## src/rtl/sha256_pkg.sv

```systemverilog
`default_nettype none
// ============================================================================
// Module      : sha256_pkg
// Description : SHA-256 IV, FSM state encoding, working-variable struct and
//               compression-round helper functions.
// Revision    : 1.0
// ============================================================================
package sha256_pkg;

    localparam logic [255:0] c_IV = {
        32'h6a09e667, 32'hbb67ae85, 32'h3c6ef372, 32'ha54ff53a,
        32'h510e527f, 32'h9b05688c, 32'h1f83d9ab, 32'h5be0cd19
    };

    localparam logic [5:0] c_LAST_ROUND = 6'd63;

    typedef enum logic [1:0] {
        ST_IDLE  = 2'd0,
        ST_ROUND = 2'd1,
        ST_FINAL = 2'd2
    } state_t;

    // Field a sits in the MSBs so the flat view lines up with {H0..H7}.
    typedef struct packed {
        logic [31:0] a;
        logic [31:0] b;
        logic [31:0] c;
        logic [31:0] d;
        logic [31:0] e;
        logic [31:0] f;
        logic [31:0] g;
        logic [31:0] h;
    } work_t;

    function automatic logic [31:0] bsig0(input logic [31:0] x);
        return {x[1:0], x[31:2]} ^ {x[12:0], x[31:13]} ^ {x[21:0], x[31:22]};
    endfunction

    function automatic logic [31:0] bsig1(input logic [31:0] x);
        return {x[5:0], x[31:6]} ^ {x[10:0], x[31:11]} ^ {x[24:0], x[31:25]};
    endfunction

    function automatic logic [31:0] ch(input logic [31:0] x, input logic [31:0] y,
                                       input logic [31:0] z);
        return (x & y) ^ (~x & z);
    endfunction

    function automatic logic [31:0] maj(input logic [31:0] x, input logic [31:0] y,
                                        input logic [31:0] z);
        return (x & y) ^ (x & z) ^ (y & z);
    endfunction

endpackage
`default_nettype wire

```

## src/rtl/sha256_round.sv

```systemverilog
`default_nettype none
// ============================================================================
// Module      : sha256_round
// Description : One combinational SHA-256 compression round.
// Revision    : 1.0
// ============================================================================
module sha256_round
    import sha256_pkg::*;
(
    input  work_t       i_work,
    input  logic [31:0] i_wi,
    input  logic [31:0] i_ki,
    output work_t       o_work
);

    logic [31:0] w_t1;
    logic [31:0] w_t2;

    assign w_t1 = i_work.h + bsig1(i_work.e) + ch(i_work.e, i_work.f, i_work.g) + i_ki + i_wi;
    assign w_t2 = bsig0(i_work.a) + maj(i_work.a, i_work.b, i_work.c);

    assign o_work.a = w_t1 + w_t2;
    assign o_work.b = i_work.a;
    assign o_work.c = i_work.b;
    assign o_work.d = i_work.c;
    assign o_work.e = i_work.d + w_t1;
    assign o_work.f = i_work.e;
    assign o_work.g = i_work.f;
    assign o_work.h = i_work.g;

endmodule
`default_nettype wire

```

## src/rtl/sha256_round_engine.sv

```systemverilog
`default_nettype none
// ============================================================================
// Module      : sha256_round_engine
// Description : Iterative SHA-256 block compressor, one round per valid W/K.
// Revision    : 1.0
// ============================================================================
module sha256_round_engine
    import sha256_pkg::*;
(
    input  logic         clk,
    input  logic         reset,
    input  logic         start,
    input  logic         first_block,
    input  logic         wk_valid,
    input  logic [31:0]  Wi,
    input  logic [31:0]  Ki,
    output logic [5:0]   round_idx,
    output logic         busy,
    output logic         done,
    output logic [255:0] digest
);

    state_t       r_state;
    state_t       w_state_nxt;
    work_t        r_work;
    work_t        w_work_rnd;
    logic [255:0] r_hash;
    logic [255:0] w_work_flat;
    logic [255:0] w_hash_sum;
    logic [5:0]   r_round;
    logic         r_done;
    logic         w_accept;
    logic         w_step;
    logic         w_final;

    sha256_round u_round (
        .i_work (r_work),
        .i_wi   (Wi),
        .i_ki   (Ki),
        .o_work (w_work_rnd)
    );

    always_ff @(posedge clk or posedge reset) begin
        if (reset) r_state <= ST_IDLE;
        else       r_state <= w_state_nxt;
    end

    always_comb begin
        w_state_nxt = r_state;
        case (r_state)
            ST_IDLE:  if (start) w_state_nxt = ST_ROUND;
            ST_ROUND: if (wk_valid && (r_round == c_LAST_ROUND)) w_state_nxt = ST_FINAL;
            ST_FINAL: w_state_nxt = ST_IDLE;
            default:  w_state_nxt = ST_IDLE;
        endcase
    end

    always_comb begin
        w_accept = (r_state == ST_IDLE) && start;
        w_step   = (r_state == ST_ROUND) && wk_valid;
        w_final  = (r_state == ST_FINAL);
        busy     = (r_state != ST_IDLE);
    end

    assign w_work_flat = r_work;

    for (genvar gi = 0; gi < 8; gi++) begin : g_hash_add
        assign w_hash_sum[gi*32 +: 32] = r_hash[gi*32 +: 32] + w_work_flat[gi*32 +: 32];
    end

    // Counter wraps 63 -> 0 naturally in 6 bits as the last round is consumed.
    always_ff @(posedge clk or posedge reset) begin
        if (reset) begin
            r_work  <= '0;
            r_hash  <= c_IV;
            r_round <= '0;
            r_done  <= 1'b0;
        end else begin
            r_done <= w_final;
            if (w_accept) begin
                r_work  <= first_block ? work_t'(c_IV) : work_t'(r_hash);
                r_round <= '0;
                if (first_block) r_hash <= c_IV;
            end else if (w_step) begin
                r_work  <= w_work_rnd;
                r_round <= r_round + 6'd1;
            end else if (w_final) begin
                r_hash <= w_hash_sum;
            end
        end
    end

    assign round_idx = r_round;
    assign done      = r_done;
    assign digest    = r_hash;

endmodule
`default_nettype wire

```

## config.mk

```make
export PLATFORM = sky130hd
export DESIGN_NAME = sha256_round_engine
export DESIGN_NICKNAME = d
export VERILOG_FILES = /design/src/rtl/sha256_pkg.sv /design/src/rtl/sha256_round.sv /design/src/rtl/sha256_round_engine.sv
export SDC_FILE = /design/constraint.sdc
export NUM_CORES = 2
export LEC_CHECK = 0
export CORE_MARGIN = 2
export CORE_UTILIZATION = 31
export DETAILED_ROUTE_END_ITERATION = 8
export PLACE_DENSITY = 0.51
export SLEW_MARGIN = 20
export SYNTH_ARGS = -nofsm -noshare
export SYNTH_HDL_FRONTEND = slang
export SYNTH_SLANG_ARGS = --single-unit
```

## constraint.sdc

```tcl
create_clock -name clk -period 20.5 [get_ports clk]
set_input_delay 4.1 -clock clk [delete_from_list [all_inputs] [get_ports clk]]
set_output_delay 4.1 -clock clk [all_outputs]
set_load 0.05 [all_outputs]
```

==> results.txt <==
* Worst-case clock buffer depth: 3
* Number of antenna violations at the first check in global routing: 3
- Summed over its instances, the top area cell type makes up 23.0% of the synthesized netlist area.
- In this run the most critical hold path is launched from digest[89].
- The synthesized design contains 0 enable-type register cells.
- Required time reported for the critical path endpoint: 21030 ps
* Via total after detailed routing: 38400
- Total nets after synthesis: 5451
* Kind of end point of the critical path: register
- The worst hold path was traced through 2 stages.
- For the worst-skew pair, the clock arrives at the later sink with an insertion delay of 710 ps.
* Element type at the critical path start: input pin
- Global routing used 26.2% of the available tracks.
* Final setup skew: 41.0 ps
* Reg2reg path depth: 29
* Total iterations of the first detailed-routing run: 6
- The floorplan step set the die height to 372 um.
- Before CTS, the worst setup slack after placement is 8730 ps.
- Final HPWL DP: 137 mm
- The critical path in this run is classified as in -> reg.
- Number of endpoints with negative hold slack in the final report: 0
- The initial utilization of the core area, before any placement, comes to 31.3%.
* Synthesized cell area: 41900 sq um
- Average wire per standard cell: 26.5 um
* Share of post-route cells with drive strength above 1: 7.32%
- TritonCTS buffer count: 67
* Worst-Margin Slew: 1060 ps
- Across all hold checks on the routed design, the worst slack comes to 523 ps.
* 1st-iter DRT viols: 3565
* Number of H-tree branching levels: 3
- Post-synth cell types: 89
- Once detail routing completed, the nets flagged for antenna violations numbered 0.
* Endpoint with the worst hold slack: digest[89]
- Max Fanout on Critical Path: 5
- Min cycle time layout: 11260 ps
- 333 I/O pins were placed.
* Horizontal die dimension: 372 um
- In this run, post-CTS hold repair placed 0 buffers.
- Number of max-slew violations in the final report: 0
- The final layout contains routed wiring with a total length of 184 mm.
- Summing the areas of all fa, ha and maj instances in the mapped netlist gives 17.1% of the synthesized area.
- Of all cell types, the one taking the most synthesized area is dfrtp_1.
* Crit path largest cell delay: 800 ps
* Wire length of the first global-routing pass: 265 mm
* Synthesized instance count: 4907
* Critical-path cell with the highest stage delay: fa_1
- Measured against its own limit, the worst slew margin works out to 29.4%.
- In this run the critical register-to-register path is launched from r_work[3].
- For this run the aggregate overflow at the end of global routing stands at 0.
- The tool flagged a number of max-cap violations equal to 0.
- In the synthesized netlist the dominant register cell turns out to be dfrtp_1.
* Detail-routed via count per cell: 5.53
* Number of gates resized after CTS: 0
- Buffer cell driving the clock tree root: clkbuf_16
- Area Overhead vs Synth: 17.4%
- Pin count of the biggest net entering global routing: 161
* Leading cell types by total area after synthesis: dfrtp_1, ha_1, dfstp_2, a21oi_1, fa_1
- Portion of netlist area occupied by mux cells: 0.991%
- The floorplan has 134 rows.
- The floorplan step defined a die boundary enclosing 138000 sq um.
- Clock Pin Slew Worst Setup and Hold Paths: 70 ps
- Via count of the first global-routing pass: 37000
- Setup repair after global routing left no endpoint under its margin.
- DR DRC count: 0
- The floorplan step defined a core boundary enclosing 134000 sq um.
- Combinational family with the most area after synthesis: compound AO/OA/AOI/OAI gates
- Portion of the clock cycle consumed by the worst path in the final layout: 54.9%
- Arrival time reported for the critical path endpoint: 11790 ps
* Aggregate negative setup slack: 0 ps
- The clock net in this run drives a total of 521 sinks.
- Number of warnings printed during yosys synthesis: 0
- TritonCTS built the clock tree.
- Total of buffers placed on input and output ports: 332
- Endpoint of the worst-slack reg-to-reg timing path: r_work[249]
- Of the total synthesized cell area, the portion taken by AND, OR, NAND and NOR gates is 14.1%.
- At the end of routability-driven placement, the weighted congestion stood at 0.942.
* Final Worst Setup Slack: 9240 ps
* Parity-gate share of the synthesized area counting xor and xnor cells: 8.88%
* Post-CTS Repair Setup Buffers: 0
* Total cell area at the placement stage: 47000 sq um
- Summing the areas of all compound-gate instances in the mapped netlist gives 22.7% of the synthesized area.
- Setup violations remaining at the end of the flow were counted as 0.
* Sequential element share of the synthesized area: 31.5%
- The finished cells cover 49200 sq um.
- The net count of the finished layout is 5653.
- Register-to-register path setup slack: 12580 ps
- Of all flip-flops after synthesis, the portion carrying an async set or reset was 100%.
- The cell that appears most often on the critical path is a21oi_1.
* Worst min path class: reg -> reg
- The synthesized design contains 521 register bits.
- The run finished with clean final reports.
- Syn_area_per_cell: 8.54 sq um
- Maximum achievable frequency: 0.0888 GHz
[worst max-delay path: cells and delay by family]
kind | cells | cell delay (ps)
compound gates | 15 | 3350
fa+ha+maj | 6 | 2980
buf+inv | 5 | 770
xor+xnor | 2 | 380
simple gates | 2 | 180
[cell usage in the layout (no fill, tap or decap), types with 21 or more instances in the layout]
master and n:
nor2_1 299, o22ai_1 22, a211oi_1 34, clkdlybuf4s50_1 331, o21a_1 50, xor2_1 172, ha_1 342, nand4_1 21
fa_1 133, a31oi_1 116, nor3_1 73, o211ai_1 27, mux2_2 28, o21ai_0 379, clkbuf_16 69, nand2b_1 47
buf_4 55, and3_1 39, maj3_1 22, nor2b_1 39, dfrtp_1 385, a21o_1 156, inv_1 273, nand2_1 580
nand3_1 148, dfstp_2 136, a21oi_1 550, xnor2_1 253, o21bai_1 37
[Yosys cell counts (all sizes together) (10+ instances only)]
library cell / n
o21ai: 393
nor3: 73
a21boi: 12
ha: 342
a211oi: 36
xor2: 172
mux2: 28
nand2: 583
nor2b: 39
mux2i: 10
a21o: 156
dfstp: 136
a22o: 14
or2: 13
inv: 275
nand4: 21
o21a: 50
o22a: 15
xnor2: 253
and3: 40
o31ai: 13
fa: 133
nand3: 148
dfrtp: 385
clkbuf: 238
o211ai: 27
maj3: 22
buf: 18
and2: 11
o22ai: 22
or3: 20
nor2: 302
o21bai: 37
a31oi: 117
nand2b: 47
a211o: 10
a21oi: 551
[worst max-delay path by stage]
stage / start / endpoint / depth (start not counted)
4_1_cts: Wi[3] / r_work[249] / 30
5_1_grt: Wi[3] / r_work[249] / 30
2_1_floorplan: reset / digest[103] / 1
3_3_place_gp: Wi[3] / r_work[249] / 30
6_report: Wi[3] / r_work[249] / 30
3_5_place_dp: Wi[3] / r_work[249] / 30
[per-layer routing]
layer  share of wire [%]  global-route usage, %
met4                 4.2                   10.5
met5                   0                      0
met1                  43                   34.8
met2                  47                   42.5
met3                 6.0                   3.92
[flip-flops by register name, summed over array words and instances, names as in the netlist]
| name | count |
|---|---|
| r_state | 2 |
| digest | 256 |
| r_work | 256 |
| done | 1 |
| round_idx | 6 |
[stage by stage]
stage	utilization (%)	std cells
2_1_floorplan	-	4907
3_3_place_gp	35.1	6808
3_5_place_dp	35.1	6808
4_1_cts	36.8	6932
5_1_grt	36.8	6933
6_report	36.8	6934
[cell families after synthesis]
family,count (synthesis)
xor+xnor,425
mux,38
flops,521
compound gates,1562
fa+ha+maj,497
buf+inv,532
simple gates,1332
[area by class of cell]
class / count / area (sq um)
multi-input cells: 3854 / 26800
well taps: 1768 / 2210
clock inverters: 27 / 253
inverters: 276 / 1050
repair buffers: 389 / 3780
fillers: 13800 / 84600
diodes: 2 / 5.00
clock buffers: 97 / 1930
flip-flops and latches: 521 / 13200
Power is not shown: default switching activity piles up to over one toggle a cycle in this logic, so the estimate is an artifact.
